===== src/rtl/wb_timer_if.sv =====
// Wishbone register-port bundle used by wb_timer.
// The responder drives only dat_o and ack.
interface if_wb #(
  parameter int ADR_W = 16
);
  logic             cyc;
  logic             stb;
  logic             we;
  logic [ADR_W-1:0] adr;
  logic [15:0]      dat_i;
  logic [15:0]      dat_o;
  logic             ack;

  modport slave  (input cyc, stb, we, adr, dat_i, output dat_o, ack);
  modport master (output cyc, stb, we, adr, dat_i, input dat_o, ack);
endinterface


===== src/rtl/wb_timer.sv =====
// Prescaled 16-bit down-counter timer with a Wishbone register port and a level interrupt.
// Registers: 0 CTRL{IE,RELOAD,EN}, 1 STATUS{EXP}, 2 PRESCALE, 3 LOAD, 4 COUNT.
module wb_timer #(
  parameter int ADR_W = 16
) (
  input  logic sys_clk_i,
  input  logic sys_rst_i,
  if_wb.slave  wbs,
  output logic irq_o
);

  logic             en, reload, ie, exp;
  logic [15:0]      prescale, load, count, pcnt;
  logic             en_n, reload_n, ie_n, exp_n;
  logic [15:0]      prescale_n, load_n, count_n, pcnt_n;
  logic [ADR_W-1:0] adr;
  logic [2:0]       sel;
  logic             access, wr;
  logic             wr_ctrl, wr_status, wr_prescale, wr_load, wr_count;
  logic             tick, tick_eff;
  logic [15:0]      rdata;
  logic             unused_adr;

  assign adr        = wbs.adr;
  assign sel        = adr[2:0];
  assign unused_adr = ^adr[ADR_W-1:3];

  assign access      = wbs.cyc & wbs.stb;
  assign wr          = access & wbs.we;
  assign wr_ctrl     = wr & (sel == 3'd0);
  assign wr_status   = wr & (sel == 3'd1);
  assign wr_prescale = wr & (sel == 3'd2);
  assign wr_load     = wr & (sel == 3'd3);
  assign wr_count    = wr & (sel == 3'd4);

  always_comb begin
    case (sel)
      3'd0:    rdata = {13'd0, ie, reload, en};
      3'd1:    rdata = {15'd0, exp};
      3'd2:    rdata = prescale;
      3'd3:    rdata = load;
      3'd4:    rdata = count;
      default: rdata = 16'h0000;
    endcase
  end

  // A CTRL write that drops EN swallows the tick landing in the same cycle.
  assign tick     = en & (pcnt == prescale);
  assign tick_eff = tick & ~(wr_ctrl & ~wbs.dat_i[0]);

  always_comb begin
    en_n       = en;
    reload_n   = reload;
    ie_n       = ie;
    exp_n      = exp;
    prescale_n = prescale;
    load_n     = load;
    count_n    = count;
    pcnt_n     = tick ? 16'd0 : pcnt + 16'd1;

    if (wr_ctrl) begin
      en_n     = wbs.dat_i[0];
      reload_n = wbs.dat_i[1];
      ie_n     = wbs.dat_i[2];
    end
    if (wr_status && wbs.dat_i[0]) exp_n = 1'b0;
    if (wr_prescale) prescale_n = wbs.dat_i;
    if (wr_load) load_n = wbs.dat_i;

    // A direct COUNT write beats the tick; expiry beats a STATUS clear.
    if (wr_count) begin
      count_n = wbs.dat_i;
    end else if (tick_eff) begin
      if (count != 16'd0) begin
        count_n = count - 16'd1;
      end else begin
        exp_n = 1'b1;
        if (reload) count_n = load;
        else        en_n    = 1'b0;
      end
    end

    if (wr_prescale || (wr_ctrl && wbs.dat_i[0] && !en) || !en_n) pcnt_n = 16'd0;
  end

  always_ff @(posedge sys_clk_i) begin
    if (!sys_rst_i) begin
      en        <= 1'b0;
      reload    <= 1'b0;
      ie        <= 1'b0;
      exp       <= 1'b0;
      prescale  <= 16'd0;
      load      <= 16'd0;
      count     <= 16'd0;
      pcnt      <= 16'd0;
      wbs.ack   <= 1'b0;
      wbs.dat_o <= 16'd0;
      irq_o     <= 1'b0;
    end else begin
      en        <= en_n;
      reload    <= reload_n;
      ie        <= ie_n;
      exp       <= exp_n;
      prescale  <= prescale_n;
      load      <= load_n;
      count     <= count_n;
      pcnt      <= pcnt_n;
      wbs.ack   <= access;
      if (access) wbs.dat_o <= rdata;
      irq_o     <= ie & exp;
    end
  end

endmodule


===== src/flat_wrapper.sv =====
// flat-port wrapper written by rule: the top's interface ports become plain ports
module wb_timer_flat 
#(
  parameter int ADR_W = 16
)
  (sys_clk_i, sys_rst_i, irq_o, wbs_cyc, wbs_stb, wbs_we, wbs_adr, wbs_dat_i, wbs_dat_o, wbs_ack);
  if_wb #(.ADR_W(ADR_W)) wbs_i ();
  input  logic sys_clk_i;
  input  logic sys_rst_i;
  output logic irq_o;
  input wire logic [$bits(wbs_i.cyc)-1:0] wbs_cyc;
  input wire logic [$bits(wbs_i.stb)-1:0] wbs_stb;
  input wire logic [$bits(wbs_i.we)-1:0] wbs_we;
  input wire logic [$bits(wbs_i.adr)-1:0] wbs_adr;
  input wire logic [$bits(wbs_i.dat_i)-1:0] wbs_dat_i;
  output wire logic [$bits(wbs_i.dat_o)-1:0] wbs_dat_o;
  output wire logic [$bits(wbs_i.ack)-1:0] wbs_ack;
  assign wbs_i.cyc = wbs_cyc;
  assign wbs_i.stb = wbs_stb;
  assign wbs_i.we = wbs_we;
  assign wbs_i.adr = wbs_adr;
  assign wbs_i.dat_i = wbs_dat_i;
  assign wbs_dat_o = wbs_i.dat_o;
  assign wbs_ack = wbs_i.ack;
  wb_timer #(.ADR_W(ADR_W)) u_core (.sys_clk_i(sys_clk_i), .sys_rst_i(sys_rst_i), .wbs(wbs_i), .irq_o(irq_o));
endmodule

===== config.mk =====
export PLATFORM = sky130hd
export DESIGN_NAME = wb_timer_flat
export DESIGN_NICKNAME = d
export VERILOG_FILES = /design/src/rtl/wb_timer_if.sv /design/src/rtl/wb_timer.sv /design/src/flat_wrapper.sv
export SDC_FILE = /design/constraint.sdc
export NUM_CORES = 1
export LEC_CHECK = 0
export ABC_AREA = 1
export CELL_PAD_IN_SITES_DETAIL_PLACEMENT = 0
export CELL_PAD_IN_SITES_GLOBAL_PLACEMENT = 1
export CORE_ASPECT_RATIO = 1.1
export CORE_MARGIN = 2
export CORE_UTILIZATION = 31
export DETAILED_ROUTE_END_ITERATION = 10
export PLACE_DENSITY_LB_ADDON = 0.1
export SLEW_MARGIN = 25
export SYNTH_ARGS = -nofsm -noshare
export SYNTH_HDL_FRONTEND = slang
export SYNTH_SLANG_ARGS = --single-unit

===== constraint.sdc =====
create_clock -name sys_clk_i -period 2.6 [get_ports sys_clk_i]
set_input_delay 0.26 -clock sys_clk_i [delete_from_list [all_inputs] [get_ports sys_clk_i]]
set_output_delay 0.26 -clock sys_clk_i [all_outputs]
set_load 0.005 [all_outputs]

==> run summary <==
Post-Synth Simple-Gate Area - 33.5%
Startpoint type of the worst setup path - flip-flop
#FFs+latches synth - 86
Number of H-tree levels - 3
TNS Setup - 0 ns
Termination of the worst setup path - u_core.pcnt[14]$_SDFF_PP0_
Synth Area in Adders - 0.771%
Clock latency at the later pin of the worst-skew pair - 0.34 ns
Final count of pins violating max slew - 0
Cell taking the most area after synthesis - dfxtp_1
Number of max-cap violations - 0
Per-cell via count in the routed design - 4.79
Finished Core Util - 37.5%
Beginning of the worst register-to-register path - u_core.count[0]$_SDFFE_PN0P_
Combined area of all synthesized cells - 4870 um^2
Vias post-DR - 4,669
Maximum clock insertion buffer count - 2
Number of cells on the worst reg-to-reg path - 11
Crit. End Element - flip-flop
Count of buffers added by post-CTS timing repair for setup - 0
Grt ovf - 0
Total routing resource utilization after global routing - 19.4%
Port Buffers - 41
Floorplan die height - 135 um
Destination of the worst register-to-register timing path - u_core.pcnt[14]$_SDFF_PP0_
Hold buffer count at CTS - 0
Data required time of the critical path - 2.83 ns
Post-synth top area share - 35.3%
Worst min-delay path class - reg -> reg
Die Width - 124 um
Overall Power - 3.10 mW
Unique cell type count in the Yosys netlist - 35
Count of flip-flops with a built-in enable after synthesis - 0
Antenna violation net count after detailed routing - 0
Slew at the pin with the worst max-slew slack - 0.522 ns
Layout cells sized above 1 - 8.77%
Synthesized-area fraction occupied by ao, oa, aoi and oai cells - 16.8%
Yosys Warn Count - 0
Asr flop ratio synth - 0%
Status - complete, no violations
Fin. Hold Viols - 0
Global-route wire length before repair - 24.4 mm
Initial antenna violation count - 0
Origin of the worst setup path - u_core.count[0]$_SDFFE_PN0P_
Power Dens Cells - 532 nW/um^2
DR DRC count - 0
Initial Util - 31.3%
CTS sink count - 86
Proportion of synthesized chip area in sequential cells - 35.3%
Top area cells in the synthesized netlist - dfxtp_1 35%, nand2_1 13%, o21ai_0 7.8%
Total clock buffers created by CTS - 9
Leakage - 2.46 nW
Root cell of the clock tree - clkbuf_16
Area added between synthesis and finish - 19.7%
Fraction of synthesized area in multiplexers - 0%
Kind of critical path - reg -> reg
Top post-synthesis cells by count - 172 x nand2_1, 97 x nor2_1, 86 x dfxtp_1, 86 x inv_1, 76 x o21ai_0
Dominant synthesized flop cell - dfxtp_1
CTS clk-pin slew, worst paths - 0.07 ns
Dominant combinational cell family by area after synthesis - simple AND/OR/NAND/NOR gates
Placeable core area - 15,600 um^2
Area after detailed placement - 5480 um^2
Pin count of the biggest net entering global routing - 50
Average wire length per cell after detail routing - 15.8 um
Die area - 16,700 um^2
Global placer's final weighted congestion - 0.850
Maximum fanout along the worst path - 19
WP data arrival - 2.32 ns
Xor and xnor fraction of the mapped netlist area - 3.78%
Placed cells - 959
Post-Syn Instances - 731
Vias in the first global route - 4,400
Synthesized net count - 771
HPWL after DPL - 12.1 mm
Final wirelength - 15.4 mm
Fin crit period - 2.09 ns
Total number of nets in the final design - 810
Upper clock frequency limit - 0.479 GHz
Final count of negative-setup-slack endpoints - 0
Period utilisation layout - 80.3%
Inserted Diodes - 0
Layout Cells excl Fill - 975
Worst setup skew after layout - 0.00526 ns
Ports - 55
Setup slack on the worst flop-to-flop path - 0.51 ns
Initial drt markers - 352
Clock tree from TritonCTS - yes
Most numerous cell in the Yosys netlist - nand2_1
Synthesized area per cell - 6.66 um^2
Max-slew headroom - 64.9%
Hold Path Stages - 2
Unrepaired setup endpoints after global routing - no
CTS resizes - 0
Number of cell rows - 48
Length of the first detailed-routing pass in iterations - 5
Total non-filler cell area in the finished layout - 5830 um^2
Maximum VDD drop - 290 uV
==> stage by stage <==
| step | hold slack [ns] | setup WS (ns) |
|---|---|---|
| after detailed placement | 0.460 | 0.266 |
| after global placement | 0.459 | 0.322 |
| final | 0.466 | 0.512 |
| after CTS | 0.471 | 0.517 |
| after global routing | 0.482 | 0.358 |
| after floorplan | 0.395 | 0.909 |
==> power breakdown <==
part | total, mW | internal [mW] | switching (mW)
Sequential | 1.33 | 1.33 | 0.00617
Combinational | 0.222 | 0.0793 | 0.143
Clock | 1.55 | 0.955 | 0.593
Total | 3.10 | 2.36 | 0.742
==> registers in the layout, summed over array words and instances (netlist names) <==
name	flops
u_core.exp	1
u_core.en	1
u_core.wbs.dat_o	16
u_core.prescale	16
u_core.load	16
u_core.irq_o	1
u_core.count	16
u_core.wbs.ack	1
u_core.pcnt	16
u_core.reload	1
u_core.ie	1
==> layer usage <==
layer	wire, um	vias up	GRT usage (%)
li1	-	2424	-
met4	646	0	9.91
met1	7460	2110	26.3
met2	6880	99	30.0
met5	0	-	0
met3	435	36	2.44
==> cell type report <==
cell class / instances / area, um^2
Fill cell: 1718 / 9720
Multi-Input combinational cell: 530 / 2670
Sequential cell: 86 / 1720
Timing Repair Buffer: 52 / 493
Inverter: 91 / 344
Tap cell: 200 / 250
Clock buffer: 9 / 225
Clock inverter: 7 / 128
==> kinds of logic (layout without fill, tap and decap cells) <==
family	Yosys count	count (layout)
AO/OA/AOI/OAI	154	154
buffers and inverters	115	159
adder cells (fa/ha/maj)	3	3
AND/OR/NAND/NOR	352	352
XOR/XNOR	21	21
flip-flops	86	86
==> layout by cell type (no fill, tap or decap), types with 3 or more instances in the layout <==
master | synthesis | layout
o221ai_1 | 8 | 8
clkdlybuf4s50_1 | 0 | 41
buf_4 | 0 | 11
a21oi_1 | 59 | 59
nor2_4 | 4 | 4
nor2_8 | 3 | 3
o22ai_1 | 9 | 9
inv_2 | 4 | 4
inv_1 | 86 | 86
nor2_2 | 14 | 14
nand3_1 | 34 | 34
nand2_1 | 172 | 172
nor3_1 | 8 | 8
clkbuf_16 | 0 | 9
ha_1 | 3 | 3
bufinv_16 | 0 | 3
o21ai_0 | 76 | 76
dfxtp_1 | 86 | 86
nand2_4 | 6 | 6
xor2_1 | 19 | 19
nor2_1 | 97 | 97
==> worst min path at each step <==
stage,start,slack [ns],to
after floorplan,wbs_dat_i[12],0.39,u_core.load[12]$_SDFFE_PN0P_
after global placement,u_core.wbs.dat_o[11]$_SDFFE_PN0N_,0.46,u_core.wbs.dat_o[11]$_SDFFE_PN0N_
after detailed placement,u_core.wbs.dat_o[4]$_SDFFE_PN0N_,0.46,u_core.wbs.dat_o[4]$_SDFFE_PN0N_
after CTS,u_core.wbs.dat_o[4]$_SDFFE_PN0N_,0.47,u_core.wbs.dat_o[4]$_SDFFE_PN0N_
after global routing,u_core.wbs.dat_o[2]$_SDFFE_PN0N_,0.48,u_core.wbs.dat_o[2]$_SDFFE_PN0N_
final,u_core.wbs.dat_o[1]$_SDFFE_PN0N_,0.47,u_core.wbs.dat_o[1]$_SDFFE_PN0N_
==> critical path, cell delays in order (launching register included) <==
cell,delay (ns)
dfxtp_1,0.31
inv_1,0.14
ha_1,0.28
nand3_1,0.15
nor2_4,0.12
nand3b_4,0.17
nor2_8,0.18
nand2_8,0.14
inv_4,0.08
nand3_4,0.08
nand3_4,0.23
nor2_1,0.08
Power figures use the tool's default switching activity.
